**src/rtl/sad44_min_search.sv**
```systemverilog
// sad44_min_search
//   Motion-search back end. Latches a 4x4 current block on start, then takes
//   candidate blocks as 4 row-beats each, computes each candidate's 4x4 SAD
//   in a 3-stage pipeline and tracks the minimum SAD and its index.
//
// Ports
//   clk         rising-edge clock
//   rst_n       asynchronous active-low reset
//   cur_blk     current block, pixel 00 at MSBs, row-major
//   start       begin a search (sampled in IDLE only)
//   cand_row    one candidate row, leftmost pixel at MSBs
//   cand_valid  cand_row valid this cycle (gaps allowed)
//   busy        high from start acceptance until the final compare commits
//   sad_out     SAD of the most recently completed candidate
//   sad_valid   one-cycle pulse, sad_out is new
//   best_sad    running minimum SAD (all ones before the first candidate)
//   best_idx    candidate index of best_sad
//   done        one-cycle pulse, search complete
module sad44_min_search #(
  parameter int WORD_WIDETH = 8,
  parameter int CAND_NUM    = 64,
  parameter int IDX_W       = 6
) (
  input  logic                     clk,
  input  logic                     rst_n,
  input  logic [WORD_WIDETH*16-1:0] cur_blk,
  input  logic                     start,
  input  logic [WORD_WIDETH*4-1:0] cand_row,
  input  logic                     cand_valid,
  output logic                     busy,
  output logic [WORD_WIDETH+3:0]   sad_out,
  output logic                     sad_valid,
  output logic [WORD_WIDETH+3:0]   best_sad,
  output logic [IDX_W-1:0]         best_idx,
  output logic                     done
);

  localparam int WW = WORD_WIDETH;
  localparam int RW = WORD_WIDETH + 2;  // one row of 4 differences
  localparam int SW = WORD_WIDETH + 4;  // full 16-pixel SAD
  localparam logic [IDX_W-1:0] LAST_IDX = IDX_W'(CAND_NUM - 1);

  typedef enum logic [1:0] {IDLE, RUN, DONE_WAIT} state_t;

  state_t state, state_nxt;

  logic [WW*16-1:0] cur_q;
  logic [1:0]       row_cnt;
  logic [IDX_W-1:0] cand_idx;

  // Stage 1: absolute differences plus the beat's tags
  logic [WW-1:0]    diff_q [4];
  logic [WW-1:0]    diff_nxt [4];
  logic             d_valid, d_first, d_last, d_final;
  logic [IDX_W-1:0] d_idx;

  // Stage 2: accumulation; sad_valid doubles as the compare-stage valid
  logic [SW-1:0]    acc;
  logic [RW-1:0]    row_sum;
  logic [SW-1:0]    acc_sum;
  logic [IDX_W-1:0] c_idx;
  logic             c_final;

  logic [4*WW-1:0]  cur_row;
  logic             start_acc, beat_acc, last_beat, final_cmp;

  assign start_acc = (state == IDLE) && start;
  assign beat_acc  = (state == RUN) && cand_valid;
  assign last_beat = beat_acc && (row_cnt == 2'd3) && (cand_idx == LAST_IDX);
  assign final_cmp = sad_valid && c_final;

  // ---------------------------------------------------------------- FSM
  // NOTE: state and datapath registers use non-blocking assignments so every
  // flop samples pre-edge values regardless of process ordering.
  always_ff @(posedge clk or negedge rst_n) begin
    if (!rst_n) state <= IDLE;
    else        state <= state_nxt;
  end

  // NOTE: the default assignment at the top keeps this block free of
  // inferred latches on paths that do not assign state_nxt.
  always_comb begin
    state_nxt = state;
    unique case (state)
      IDLE:      if (start)     state_nxt = RUN;
      RUN:       if (last_beat) state_nxt = DONE_WAIT;
      DONE_WAIT: if (final_cmp) state_nxt = IDLE;
      default:                  state_nxt = IDLE;
    endcase
  end

  always_comb begin
    busy = (state != IDLE);
  end

  // ------------------------------------------- block latch and counters
  // NOTE: the latched current block is a plain register bank, so it is
  // cleared by reset like any other state.
  always_ff @(posedge clk or negedge rst_n) begin
    if (!rst_n) begin
      cur_q    <= '0;
      row_cnt  <= '0;
      cand_idx <= '0;
    end else if (start_acc) begin
      cur_q    <= cur_blk;
      row_cnt  <= '0;
      cand_idx <= '0;
    end else if (beat_acc) begin
      row_cnt <= row_cnt + 2'd1;
      if (row_cnt == 2'd3)
        cand_idx <= (cand_idx == LAST_IDX) ? '0 : cand_idx + 1'b1;
    end
  end

  // ------------------------------------------------ stage 1: |a - b|
  always_comb begin
    cur_row = cur_q[(3 - int'(row_cnt))*4*WW +: 4*WW];
    for (int j = 0; j < 4; j++) begin
      diff_nxt[j] = '0;
      if (cur_row[(3-j)*WW +: WW] >= cand_row[(3-j)*WW +: WW])
        diff_nxt[j] = cur_row[(3-j)*WW +: WW] - cand_row[(3-j)*WW +: WW];
      else
        diff_nxt[j] = cand_row[(3-j)*WW +: WW] - cur_row[(3-j)*WW +: WW];
    end
  end

  // Differences hold through cand_valid gaps; only the valid bit drains.
  always_ff @(posedge clk or negedge rst_n) begin
    if (!rst_n) begin
      for (int j = 0; j < 4; j++) diff_q[j] <= '0;
      d_valid <= 1'b0;
      d_first <= 1'b0;
      d_last  <= 1'b0;
      d_final <= 1'b0;
      d_idx   <= '0;
    end else begin
      d_valid <= beat_acc;
      if (beat_acc) begin
        for (int j = 0; j < 4; j++) diff_q[j] <= diff_nxt[j];
        d_first <= (row_cnt == 2'd0);
        d_last  <= (row_cnt == 2'd3);
        d_final <= last_beat;
        d_idx   <= cand_idx;
      end
    end
  end

  // ------------------------------------------- stage 2: accumulate
  always_comb begin
    row_sum = RW'(diff_q[0]) + RW'(diff_q[1]) + RW'(diff_q[2]) + RW'(diff_q[3]);
    // Row 0 starts a new candidate, so the old accumulator is discarded.
    acc_sum = (d_first ? '0 : acc) + SW'(row_sum);
  end

  always_ff @(posedge clk or negedge rst_n) begin
    if (!rst_n) begin
      acc       <= '0;
      sad_out   <= '0;
      sad_valid <= 1'b0;
      c_idx     <= '0;
      c_final   <= 1'b0;
    end else begin
      sad_valid <= d_valid && d_last;
      if (d_valid) begin
        acc <= acc_sum;
        if (d_last) begin
          sad_out <= acc_sum;
          c_idx   <= d_idx;
          c_final <= d_final;
        end
      end
    end
  end

  // --------------------------------------------- stage 3: minimum
  // Strict less-than keeps the earlier index on ties; the all-ones seed
  // cannot be reached by a real SAD, so candidate 0 always wins.
  always_ff @(posedge clk or negedge rst_n) begin
    if (!rst_n) begin
      best_sad <= '1;
      best_idx <= '0;
      done     <= 1'b0;
    end else begin
      done <= final_cmp;
      if (start_acc) begin
        best_sad <= '1;
        best_idx <= '0;
      end else if (sad_valid && (sad_out < best_sad)) begin
        best_sad <= sad_out;
        best_idx <= c_idx;
      end
    end
  end

endmodule

```
**config.mk**
```make
export PLATFORM = sky130hd
export DESIGN_NAME = sad44_min_search
export DESIGN_NICKNAME = d
export VERILOG_FILES = /design/src/rtl/sad44_min_search.sv
export SDC_FILE = /design/constraint.sdc
export NUM_CORES = 1
export LEC_CHECK = 0
export CORE_ASPECT_RATIO = 1.2
export CORE_MARGIN = 5
export CORE_UTILIZATION = 55
export DETAILED_ROUTE_END_ITERATION = 7
export PLACE_DENSITY = 0.81
export SKIP_LAST_GASP = 1
export SYNTH_ARGS = -nofsm -noshare
export SYNTH_HDL_FRONTEND = slang
export SYNTH_SLANG_ARGS = --single-unit
```
**constraint.sdc**
```tcl
create_clock -name clk -period 4.8 [get_ports clk]
set_clock_uncertainty 0.2 [all_clocks]
set_input_delay 1.2 -clock clk [delete_from_list [all_inputs] [get_ports clk]]
set_output_delay 1.2 -clock clk [all_outputs]
set_load 0.02 [all_outputs]
```
==> qor.json, run 1 <==
{
  "status": "finished, final reports clean",
  "full_die_area_um2": 27600,
  "report.final.slew_viol_count": 0,
  "drt_first_pass_iters": 6,
  "setup-violations-final": 0,
  "final_area_um2": 16400,
  "vertical_die_dimension_um": 181,
  "area.growth.synth_to_final_pct": 22.6,
  "initial_standard_cell_utilization_of_the_core_pct": 55.8,
  "grtUsageMet2_pct": 39.2,
  "mappedNetlistArea_um2": 13400,
  "fin_tns_setup_ns": 0,
  "postPlaceCellArea_um2": 15600,
  "grt_pass1_vias": 10600,
  "gr-usage-met3_pct": 3.76,
  "clock-sinks": 231,
  "grt_overflow_total": 0,
  "worstMarginPinSlew_ns": 1.28,
  "synth_seq_area_share_pct": 43.3,
  "die_width_um": 152,
  "critical_path_launch_point_type": "register",
  "power-per-cell-area_nw_per_um2": 802,
  "overall_fraction_of_global_route_tracks_in_use_pct": 22.1,
  "synth_cells": 1442,
  "grtUsageMet1_pct": 27.5,
  "vdd.ir_drop.worst_mv": 0.679,
  "cts_hold_buffers": 0,
  "cts_tree": "built",
  "timing.critical_path.cells": "inv_1, fa_1, inv_1, fa_1, inv_1, fa_1, inv_1, fa_1, a21oi_1, o21bai_1, a21oi_1, o21ai_0, a311oi_1, xnor2_1, o21ai_0",
  "postSynthRegisterBits": 231,
  "cell_types_occupying_the_most_area_after_synthesis": "dfrtp_1 41%, nand2_1 13%, ha_1 8.3%",
  "num_vias": 10300,
  "maximum_number_of_pins_on_one_net_before_global_route_repair": 129,
  "worst_path_max_delay_cell": "fa_1",
  "gates_resized_cts_repair": 0,
  "clk_transition_reported_paths_ns": 0.06,
  "post-cts-setup-buffers": 0,
  "yosys_warnings": 0,
  "setup.worst_path.class": "register to register",
  "floorplan.rows": 62,
  "final_min_period_over_clock_period_pct": 90.3,
  "postSynth.asyncResetShare_pct": 100,
  "wirelength_mm": 30.9,
  "gp_routability_congestion": 0.861,
  "maximum_number_of_buffers_from_clock_root_to_sink": 3,
  "post_route_cells_drive_above_1_share_pct": 7.89,
  "ys_dominant_reg_cell": "dfrtp_1",
  "final-hold-violation-count": 0,
  "final_core_util_pct": 68.5,
  "distinct_cells_synth": 54,
  "post_synthesis_average_cell_area_um2": 9.28,
  "synth_top_area_cell": "dfrtp_1",
  "cap_viol_max_count": 0,
  "number_of_routed_nets_with_antenna_violations": 0,
  "static-leakage-power_nw": 8.24,
  "hpwlAfterDp_mm": 23.1,
  "clock-root-buffer": "clkbuf_16",
  "critPathMaxStageDelay_ns": 0.54,
  "antenna_cells": 0,
  "cts_buffers": 24,
  "highest_clock_rate_ghz": 0.231,
  "portBuffers": 196,
  "detailedRoute.firstIterationViolations": 546,
  "fp.coreArea_um2": 24000,
  "timing.critical_path.arrival_ns": 4.49,
  "latest_clock_arrival_within_the_worst_skew_pair_ns": 0.52,
  "grt_setup_unrepaired": "no",
  "global_route_wire_length_before_repair_mm": 51.2,
  "route.detailed.drc": 0,
  "avgViaCountPerCell": 5.30,
  "synthDominantCellAreaShare_pct": 40.9,
  "cp_data_required_time_ns": 4.95,
  "synth_net_count": 1726,
  "placed_cell_count": 1899,
  "synth-edff-count": 0,
  "critPathCaptureType": "register",
  "floorplan.io_pins": 197,
  "largest_fanout_on_the_critical_path": 3,
  "grt_busiest_layer": "met2",
  "layout_min_cycle_time_ns": 4.34,
  "design.final.nets": 1889,
  "fin_cells": 1943,
  "htreeDepth": 1,
  "antenna_found_initial": 0,
  "routed_len_inst_um": 15.9,
  "timing.slew.headroom_pct": 14.5,
  "hold_path.class": "register to register"
}
==> state kept, by name, summed over array words and instances, names as in the netlist, 2 cells and up <==
signal    cells
diff_q       32
best_sad     12
sad_out      12
best_idx      6
row_cnt       2
state         2
cur_q       128
acc          12
c_idx         6
cand_idx      6
d_idx         6
==> final timing paths <==
| check | slack, ns | startpoint | end | cells past startpoint |
|---|---|---|---|---|
| worst min-delay path | 0.27 | cur_q[41] | cur_q[41] | 2 |
| min in group asynchronous | 0.52 | rst_n | best_idx[2] | 1 |
| worst max-delay path | 0.46 | diff_q[2] | sad_out[11] | 15 |
| worst min register to register | 0.27 | cur_q[41] | cur_q[41] | 2 |
| worst max register to register | 0.46 | diff_q[2] | sad_out[11] | 15 |
| max in group asynchronous | 2.81 | rst_n | cur_q[47] | 2 |
==> per-stage QoR <==
stage	total power, mW	hold slack, ns	setup slack, ns
final	13.2	0.267	0.465
after global routing	14.3	0.291	0.205
after CTS	13.2	0.274	0.449
after detailed placement	11.2	0.257	0.433
after global placement	10.8	0.253	0.588
after floorplan	9.15	0.238	0.803
==> critical path, delay by kind of cell (launching register included) <==
family / cells / cell delay, ns
buffers and inverters: 4 / 0.24
AO/OA/AOI/OAI: 6 / 1.21
flip-flops: 1 / 0.34
XOR/XNOR: 1 / 0.17
adder cells (fa/ha/maj): 4 / 2.02
==> synth_stat cells (all sizes together) (4+ instances only) <==
cell and n:
clkbuf 52, xor2 9, nor2b 15, o21bai 5, a211oi 5, a21oi 40, nor3 14, o31ai 4
nand4 11, nand2b 13, inv 149, mux2 22, o21ai 75, buf 16, ha 89, dfstp 12
a21o 18, and2 4, dfrtp 219, nor2 17, mux4 32, nand2 474, xnor2 25, mux2i 23
nand3 15, a31oi 20, fa 31
==> logic make-up (layout without fill, tap and decap cells) <==
| kind of cell | Yosys count | in the layout | synth area share (%) |
|---|---|---|---|
| buffers and inverters | 217 | 398 | 6.44 |
| xor gates and xnor gates | 34 | 34 | 2.23 |
| muxes | 77 | 77 | 8.96 |
| AOI/OAI and AO/OA | 188 | 188 | 8.59 |
| DFF | 231 | 231 | 43.3 |
| and+or+nand+nor | 575 | 575 | 17.5 |
| adders and majority gates | 120 | 120 | 13.0 |
==> power by group <==
group	switching [mW]	internal, mW	total, mW	leakage [nW]
Sequential	0.443	2.63	3.08	2.88
Clock	0.771	1.21	1.98	0.422
Combinational	4.43	3.67	8.11	4.94
Total	5.65	7.52	13.2	8.24
==> routing by layer <==
| metal | wire [µm] | up-vias |
|---|---|---|
| met1 | 12400 | 4954 |
| li1 | - | 5004 |
| met5 | 0 | - |
| met2 | 15800 | 282 |
| met4 | 1050 | 0 |
| met3 | 1640 | 65 |
==> cell type report <==
| type | count | area [µm²] |
|---|---|---|
| clock buffers | 32 | 682 |
| fillers | 1784 | 7560 |
| repair buffers | 205 | 2070 |
| multi-input cells | 994 | 6740 |
| clock inverters | 12 | 164 |
| well taps | 320 | 400 |
| flip-flops and latches | 231 | 5800 |
| inverters | 149 | 559 |
==> cell usage in the layout (no fill, tap or decap), types with 4 or more instances in the layout <==
| cell | count |
|---|---|
| clkdlybuf4s50_1 | 195 |
| nand2b_1 | 13 |
| bufinv_16 | 4 |
| ha_1 | 89 |
| a21oi_1 | 40 |
| nor2_1 | 17 |
| mux4_2 | 32 |
| mux2_2 | 22 |
| mux2i_1 | 23 |
| o21ai_1 | 18 |
| inv_1 | 148 |
| nand4_1 | 11 |
| fa_1 | 31 |
| dfrtp_1 | 218 |
| clkbuf_1 | 4 |
| a21o_1 | 18 |
| dfstp_2 | 12 |
| o21ai_0 | 56 |
| xor2_1 | 9 |
| o21bai_1 | 5 |
| nand2_1 | 473 |
| nor2b_1 | 15 |
| nor3_1 | 14 |
| nand3_1 | 15 |
| a31oi_1 | 20 |
| o31ai_1 | 4 |
| clkinv_2 | 7 |
| clkbuf_16 | 25 |
| xnor2_1 | 25 |
| buf_4 | 6 |
No activity file was read; power rests on OpenSTA's default activity.
==> run 2: changes to the inputs <==
--- a/config.mk
+++ b/config.mk
@@ -9,6 +9,7 @@
 export CORE_MARGIN = 5
 export CORE_UTILIZATION = 55
 export DETAILED_ROUTE_END_ITERATION = 7
+export HOLD_SLACK_MARGIN = 0.08
 export PLACE_DENSITY = 0.81
 export SKIP_LAST_GASP = 1
 export SYNTH_ARGS = -nofsm -noshare
==> results of run 2 <==
Final layout, timing and power as in run 1 (identical DEF).
